--- config.mk ---
export PLATFORM = sky130hd
export DESIGN_NAME = uart_cmd_decoder
export DESIGN_NICKNAME = d
export VERILOG_FILES = /design/src/rtl/uart_cmd_decoder.sv
export SDC_FILE = /design/constraint.sdc
export NUM_CORES = 1
export LEC_CHECK = 0
export ABC_AREA = 1
export BUFFER_PORTS_ARGS = -buffer_cell sky130_fd_sc_hd__buf_4
export CORE_MARGIN = 8
export CORE_UTILIZATION = 65
export DETAILED_ROUTE_END_ITERATION = 8
export GPL_TIMING_DRIVEN = 1
export PLACE_DENSITY = 0.89
export SYNTH_ARGS = -nofsm -noshare
export SYNTH_HDL_FRONTEND = slang
export SYNTH_SLANG_ARGS = --single-unit
--- constraint.sdc ---
create_clock -name clk -period 6 [get_ports clk]
set_clock_uncertainty 0.1 [all_clocks]
set_input_delay 0.6 -clock clk [delete_from_list [all_inputs] [get_ports clk]]
set_output_delay 0.6 -clock clk [all_outputs]
set_load 0.01 [all_outputs]
--- src/rtl/uart_cmd_decoder.sv ---
// uart_cmd_decoder
//   Parses the UART receiver's byte stream into actuator commands.
//   Two-byte commands: letter ('a' pump, 'g' faucet, 'l' light) followed by
//   '0' (off) or '1' (on). 'x' alone switches everything off. CR/LF are ignored.
//   A missing argument byte times out, and the pump is forced off after a
//   maximum continuous run time.
//
// Parameters
//   TIMEOUT_CYCLES   cycles allowed between command letter and argument byte
//   PUMP_MAX_CYCLES  maximum continuous pump-on cycles before forced off
//
// Ports
//   clk       system clock
//   rst       asynchronous active-high reset
//   rx_data   received byte, valid while rx_valid=1
//   rx_valid  one-cycle byte strobe
//   bomba_on  pump enable (level)
//   grifo_on  faucet enable (level)
//   luz_on    light enable (level)
//   cmd_ok    one-cycle pulse: command accepted
//   cmd_err   one-cycle pulse: bad letter, bad argument or argument timeout
//   pump_cut  one-cycle pulse: pump forced off by the safety timer
//   last_cmd  letter of the last accepted command
module uart_cmd_decoder #(
    parameter int unsigned TIMEOUT_CYCLES  = 5_000_000,
    parameter int unsigned PUMP_MAX_CYCLES = 1_500_000_000
) (
    input  logic       clk,
    input  logic       rst,
    input  logic [7:0] rx_data,
    input  logic       rx_valid,
    output logic       bomba_on,
    output logic       grifo_on,
    output logic       luz_on,
    output logic       cmd_ok,
    output logic       cmd_err,
    output logic       pump_cut,
    output logic [7:0] last_cmd
);

    localparam int unsigned ARG_W = (TIMEOUT_CYCLES > 1) ? $clog2(TIMEOUT_CYCLES) : 1;
    localparam logic [ARG_W-1:0] ARG_LAST  = ARG_W'(TIMEOUT_CYCLES - 1);
    localparam logic [31:0]      PUMP_LAST = 32'(PUMP_MAX_CYCLES - 1);

    localparam logic [7:0] CH_PUMP    = 8'h61;  // 'a'
    localparam logic [7:0] CH_FAUCET  = 8'h67;  // 'g'
    localparam logic [7:0] CH_LIGHT   = 8'h6C;  // 'l'
    localparam logic [7:0] CH_ALL_OFF = 8'h78;  // 'x'
    localparam logic [7:0] CH_ZERO    = 8'h30;  // '0'
    localparam logic [7:0] CH_ONE     = 8'h31;  // '1'
    localparam logic [7:0] CH_LF      = 8'h0A;
    localparam logic [7:0] CH_CR      = 8'h0D;

    typedef enum logic {
        IDLE,
        WAIT_ARG
    } state_t;

    state_t           state_q,    state_d;
    logic [7:0]       letter_q,   letter_d;
    logic [ARG_W-1:0] arg_tmr_q,  arg_tmr_d;
    logic [31:0]      pump_tmr_q, pump_tmr_d;
    logic             bomba_on_q, bomba_on_d;
    logic             grifo_on_q, grifo_on_d;
    logic             luz_on_q,   luz_on_d;
    logic             cmd_ok_q,   cmd_ok_d;
    logic             cmd_err_q,  cmd_err_d;
    logic             pump_cut_q, pump_cut_d;
    logic [7:0]       last_cmd_q, last_cmd_d;

    always_comb begin
        state_d    = state_q;
        letter_d   = letter_q;
        arg_tmr_d  = arg_tmr_q;
        pump_tmr_d = '0;
        bomba_on_d = bomba_on_q;
        grifo_on_d = grifo_on_q;
        luz_on_d   = luz_on_q;
        last_cmd_d = last_cmd_q;
        cmd_ok_d   = 1'b0;
        cmd_err_d  = 1'b0;
        pump_cut_d = 1'b0;

        // Safety timer is evaluated first so that an accepted pump or all-off
        // command on the cutoff cycle overrides it below (no pump_cut then).
        if (bomba_on_q) begin
            if (pump_tmr_q == PUMP_LAST) begin
                bomba_on_d = 1'b0;
                pump_cut_d = 1'b1;
            end else begin
                pump_tmr_d = pump_tmr_q + 32'd1;
            end
        end

        case (state_q)
            IDLE: begin
                if (rx_valid) begin
                    case (rx_data)
                        CH_PUMP, CH_FAUCET, CH_LIGHT: begin
                            letter_d  = rx_data;
                            arg_tmr_d = '0;
                            state_d   = WAIT_ARG;
                        end
                        CH_ALL_OFF: begin
                            bomba_on_d = 1'b0;
                            grifo_on_d = 1'b0;
                            luz_on_d   = 1'b0;
                            pump_cut_d = 1'b0;
                            pump_tmr_d = '0;
                            cmd_ok_d   = 1'b1;
                            last_cmd_d = CH_ALL_OFF;
                        end
                        CH_LF, CH_CR: begin
                        end
                        default: cmd_err_d = 1'b1;
                    endcase
                end
            end
            WAIT_ARG: begin
                // A byte arriving on the expiry cycle takes priority over the timeout.
                if (rx_valid) begin
                    state_d = IDLE;
                    if (rx_data == CH_ZERO || rx_data == CH_ONE) begin
                        cmd_ok_d   = 1'b1;
                        last_cmd_d = letter_q;
                        case (letter_q)
                            CH_PUMP: begin
                                bomba_on_d = rx_data[0];
                                pump_cut_d = 1'b0;
                                pump_tmr_d = '0;
                            end
                            CH_FAUCET: grifo_on_d = rx_data[0];
                            default:   luz_on_d   = rx_data[0];
                        endcase
                    end else begin
                        cmd_err_d = 1'b1;
                    end
                end else if (arg_tmr_q == ARG_LAST) begin
                    cmd_err_d = 1'b1;
                    state_d   = IDLE;
                end else begin
                    arg_tmr_d = arg_tmr_q + ARG_W'(1);
                end
            end
            default: state_d = IDLE;
        endcase
    end

    always_ff @(posedge clk or posedge rst) begin
        if (rst) begin
            state_q    <= IDLE;
            letter_q   <= '0;
            arg_tmr_q  <= '0;
            pump_tmr_q <= '0;
            bomba_on_q <= 1'b0;
            grifo_on_q <= 1'b0;
            luz_on_q   <= 1'b0;
            cmd_ok_q   <= 1'b0;
            cmd_err_q  <= 1'b0;
            pump_cut_q <= 1'b0;
            last_cmd_q <= '0;
        end else begin
            state_q    <= state_d;
            letter_q   <= letter_d;
            arg_tmr_q  <= arg_tmr_d;
            pump_tmr_q <= pump_tmr_d;
            bomba_on_q <= bomba_on_d;
            grifo_on_q <= grifo_on_d;
            luz_on_q   <= luz_on_d;
            cmd_ok_q   <= cmd_ok_d;
            cmd_err_q  <= cmd_err_d;
            pump_cut_q <= pump_cut_d;
            last_cmd_q <= last_cmd_d;
        end
    end

    assign bomba_on = bomba_on_q;
    assign grifo_on = grifo_on_q;
    assign luz_on   = luz_on_q;
    assign cmd_ok   = cmd_ok_q;
    assign cmd_err  = cmd_err_q;
    assign pump_cut = pump_cut_q;
    assign last_cmd = last_cmd_q;

endmodule

==> flow_summary.ini, run 1 <==
[worst_setup_path]
cp_slowest_cell = dfrtp_1
path_cells = inv_1, ha_1, nand3_4, nand2_1, o21ai_0
ff2ff_path_depth = 5
reg2reg_slack_ps = 3100
critPathRequiredTime_ps = 6120
worstReg2RegEnd = arg_tmr_q[17]
crit_family = flip-flops
crit_buf_inv = 1
critPathKind = reg2reg
max_stage_delay_ps = 990
critPathLaunchType = flop
crit_fanout = 37
worst-path-stages = 5
r2r-start = state_q
end_kind = flop
crit_arrival_ps = 3020

[timing]
rsz0062_at_grt = false
period_share_pct = 48.3
min_period_ps = 2900
fmax_mhz = 345
slew_viol_final = 0
setup_viol = 0
relSlewSlack_pct = 35.0
finalHoldViolations = 0
worstMarginPinSlew_ps = 975
tns_ps = 0

[yosys]
synthArstFlopShare_pct = 100
yosys.area_share.adder_pct = 1.30
synthMuxAreaShare_pct = 0
synth_nets = 723
synth_area_per_cell_um2 = 6.80
yosysTopAreaCell = dfrtp_1
synthesis.area_um2 = 4810
synth-edff-count = 0
synth_warnings = 0
yosysSeqAreaShare_pct = 40.6
ys.flop_type = dfrtp_1
synthMostInstantiatedCell = nand2_1
synth_cell_types = 30
synthDominantCellAreaShare_pct = 40.6
synth-compound-area-share_pct = 3.90
synth_area_leaders = dfrtp_1 41%, nand2_1 18%, nor2_1 11%, nand3_1 6.0%, inv_1 5.9%
yosys.area_share.xor_xnor_pct = 4.01
synth_top_family_by_area = simple AND/OR/NAND/NOR gates
ys_ff_latch = 78
syn_inst = 707
yosys.area_share.simple_pct = 42.4
synth_commonest_cells = 228 x nand2_1, 135 x nor2_1, 78 x dfrtp_1

[cts]
path_clk_slew_ps = 80
cts-htree-levels = 3
postCtsSetupBuffers = 0
cts_tree = yes
cts_inserted_buffers = 9
hold_buffers = 0
cts-resized-gates = 0
clockBufferDepth = 2
root_buffer = clkbuf_8
clkLatencyLatePin_ps = 360
cts_sinks = 78

[power]
ir_worst_vdd_uv = 119
p_switching_uw = 240
powerDensity_nw_per_um2 = 198
leakage_uw = 0.00231
power_frac_clock_pct = 43.2
finalPower_uw = 1040
switching_share_pct = 23.1
p_comb_share_pct = 4.5
p_int_uw = 799
seq_power_share_pct = 52.2

[die]
fp.dieH_um = 102
io_pins = 25
core_area_um2 = 7210
dieArea_um2 = 10400
num_rows = 31
die_w_um = 102
start_util_pct = 66.7

[placed_design]
place_congestion = 0.964
hpwl_um = 8340
portBuffers = 24
placed_area_um2 = 5030

[worst_hold_path]
whs_endpoint = letter_q[0]
hold_path_depth = 2
hp-start = rx_data[3]
min_path_type = in2reg

[routing]
ant_nets = 0
first_pass_iters = 5
num_vias = 4615
vias_per_cell = 5.53
drcViolationCount = 0
drt_iter0_markers = 241
wl_um = 11500
wl_per_cell_um = 13.8

[layout]
final_area_um2 = 5250
fin_nets = 747
antenna_cells = 0
drive_gt1_share_pct = 8.15
area_delta_synth_final_pct = 9.18

[global_route]
grt_use_total_pct = 23.8
grt_pass1_wl_um = 19900
grt_pass1_vias = 4474
grt_start_max_net_pins = 79
antenna_found_initial = 0
overflow = 0

[flow_run]
drv_cap = 0

[status]
status = finished, final reports clean
-- registers in the layout, indices dropped and copies added, names as in the netlist, 8 cells and up --
signal      flops
arg_tmr_q      23
last_cmd        8
letter_q        8
pump_tmr_q     32
-- cells in the final DEF (no fill, tap or decap), types with 3 or more instances in the layout --
cell        n
nor3b_1     4
o21ai_0    28
nor3_1     12
buf_4      25
a21oi_1     3
o21ai_1     5
nor2_2      3
nand2_2     4
nor2_1    135
nand2_1   228
nand3_1    58
nand4_1    17
or2_2       5
inv_1      74
ha_1        5
dfrtp_1    78
xnor2_1     5
clkbuf_8   10
xor2_1     17
-- power by group through the flow --
stage	combinational [µW]	sequential [µW]	clock, µW
floorplan	27.3	552	0
global placement	45.6	552	0
detailed placement	47.9	553	0
CTS	48.2	542	453
global route	53.7	544	477
finish	47.1	543	449
-- area by class of cell --
| class | instances | area (µm²) |
|---|---|---|
| Clock buffer | 11 | 141 |
| Clock inverter | 5 | 82.6 |
| Fill cell | 595 | 1960 |
| Inverter | 75 | 282 |
| Multi-Input combinational cell | 542 | 2480 |
| Sequential cell | 78 | 1950 |
| Tap cell | 99 | 124 |
| Timing Repair Buffer | 25 | 188 |
-- stage by stage --
stage / setup WS [ps] / hold slack [ps] / util [%] / cells
3_5_place_dp: 3160 / 376 / 69.7 / 819
2_1_floorplan: 3300 / 343 / - / 707
5_1_grt: 2880 / 380 / 72.8 / 835
4_1_cts: 3150 / 354 / 72.8 / 835
6_report: 3100 / 354 / 72.8 / 835
3_3_place_gp: 3250 / 366 / 69.7 / 819
-- worst max path at each step --
stage / start / slack (ps) / to
after floorplan: rst / 3300 / arg_tmr_q[0]
after global placement: state_q / 3250 / arg_tmr_q[18]
final: state_q / 3100 / arg_tmr_q[17]
after CTS: state_q / 3150 / arg_tmr_q[17]
after detailed placement: state_q / 3160 / arg_tmr_q[17]
after global routing: state_q / 2880 / arg_tmr_q[17]
-- routing by layer --
metal  GRT usage, %  routed length, µm  vias to the layer above
met5              0                  0                        -
met4           10.9                331                        0
met3           4.16                563                       27
met2           41.3               5790                      144
met1           28.0               4800                     2184
li1               -                  -                     2260
-- kinds of logic after synthesis --
logic type | Yosys count
fa+ha+maj | 5
xor+xnor | 22
compound gates | 37
simple gates | 478
buf+inv | 87
flops | 78
Note: power is estimated with default switching activity, not from simulation.
==> inputs of run 2 (changes only) <==
Settings changed: CORE_UTILIZATION 65 to 56, PLACE_DENSITY 0.89 to 0.82.
Clock period 6 ns to 2.35 ns, I/O delays scaled along.
==> run 2 against run 1 <==
Against the previous run:
- hold slack lost 320 ps
- sequential share of layout area shrank 0.30 points
- non-clock buffer count grew 5
- final cell count grew 1.7%
- design area grew 0.81%
- sequential power grew to 2.5 times the previous value
- flip-flop and latch count is the same
- register-to-register slack lost 2800 ps
- die area grew 13%
- critical path type unchanged
- critical endpoint is now arg_tmr_q[20]
- largest power group unchanged
- highest routed layer unchanged
==> flow_summary.ini, run 2 (same netlist as run 1, synthesis figures left out) <==
[worst_setup_path]
crit_fanout = 37
crit_arrival_ps = 2170
max_stage_delay_ps = 430
end_kind = flop
critPathKind = reg2reg
critPathRequiredTime_ps = 2480
crit_family = simple AND/OR/NAND/NOR gates
cp_slowest_cell = dfrtp_1
path_cells = ha_1, inv_1, nor2_4, nand2_4, nor2_4, nand3_2, nand3_4, o21ai_0
critPathLaunchType = flop
crit_buf_inv = 1
cp_common_cell = nor2_4

[global_route]
grt_pass1_vias = 4283
overflow = 0
grt_pass1_wl_um = 19100
grt_use_total_pct = 20.0
antenna_found_initial = 0
grt_start_max_net_pins = 79

[routing]
wl_um = 11200
vias_per_cell = 5.31
ant_nets = 0
wirelength_met1_um = 4920
dr_wl_met3_um = 435
dr_wl_met2_um = 5540
drt_iter0_markers = 235
first_pass_iters = 5
wl_per_cell_um = 13.1
topRoutingLayerUsed = met4
drcViolationCount = 0
num_vias = 4510

[timing]
slew_viol_final = 0
rsz0062_at_grt = false
tns_ps = 0
setup_slack_ps = 310
period_share_pct = 86.8
fmax_mhz = 490
relSlewSlack_pct = 71.8
setup_viol = 0
min_period_ps = 2040
finalHoldViolations = 0
worstMarginPinSlew_ps = 420

[layout]
layout_commonest_cell = nand2_1
drive_gt1_share_pct = 8.64
largest_reg_flops = 32
area_delta_synth_final_pct = 10.1
utilization_pct = 62.2
fin_nets = 752
largestRegisters = pump_tmr_q x32, arg_tmr_q x23
antenna_cells = 0
regMostFlops = pump_tmr_q
final_cell_mix = 228 x nand2_1, 135 x nor2_1, 78 x dfrtp_1, 74 x inv_1, 58 x nand3_1

[die]
start_util_pct = 56.5
dieArea_um2 = 11800
io_pins = 25
die_w_um = 109
core_area_um2 = 8510
fp.dieH_um = 109
num_rows = 34

[cts]
clockBufferDepth = 2
root_buffer = clkbuf_8
cts-resized-gates = 0
cts_inserted_buffers = 9
clkLatencyLatePin_ps = 370
cts_tree = yes
cts-htree-levels = 3
cts_sinks = 78
path_clk_slew_ps = 90

[power]
finalPower_uw = 2500
leakage_uw = 0.00232
powerDensity_nw_per_um2 = 472
ir_worst_vdd_uv = 299

[placed_design]
portBuffers = 24
place_congestion = 0.936
hpwl_um = 8220
post-place-ws_ps = 314

[status]
status = finished, final reports clean

[flow_run]
drv_cap = 0

[worst_hold_path]
min_path_type = in2reg
run 2: metal layers:
layer | GRT usage, % | vias up
met5 | 0 | -
met4 | 7.82 | 0
met3 | 3.13 | 18
met2 | 35.1 | 106
met1 | 24.0 | 2111
li1 | - | 2275
run 2: tightest hold or removal path: stages:
cell and delay, ps:
buf_4 110, nand2_1 50, o21ai_0 60
run 2: layout make-up:
type | count | area, µm²
fill | 748 | 3210
timing repair buffer | 30 | 255
clock inverter | 7 | 62.6
inverter | 75 | 283
multi-input combinational | 542 | 2480
tap | 108 | 135
clock buffer | 9 | 124
sequential | 78 | 1950
run 2: path summary, 6_finish.rpt:
kind                                from              to  slack (ps)  depth (start not counted)
max                         arg_tmr_q[0]   arg_tmr_q[20]         310                          8
min                           rx_data[2]     letter_q[2]          30                          3
max reg2reg                 arg_tmr_q[0]   arg_tmr_q[20]         310                          8
min reg2reg                pump_tmr_q[0]   pump_tmr_q[0]         390                          1
max in group asynchronous            rst   arg_tmr_q[22]        1400                          4
min in group asynchronous            rst  pump_tmr_q[14]         430                          4
run 2: power breakdown:
group          total (µW)  internal (µW)  switching [µW]
logic                 127           49.4            77.2
clock network         987            406             581
registers            1380           1370            19.2
run 2: what timing repair did:
item	CTS	global route
setup endpoints to repair	0	0
hold buffers	2	0
endpoints found under the hold margin	79	0
buffers inserted	0	0
run 2: through the flow:
step / cell area [µm²] / hold WS [ps] / std cells
floorplan: 4810 / 247 / 707
global placement: 5090 / 254 / 831
detailed placement: 5090 / 263 / 831
CTS: 5290 / 25.9 / 849
global route: 5290 / 45.4 / 849
finish: 5290 / 29.8 / 849
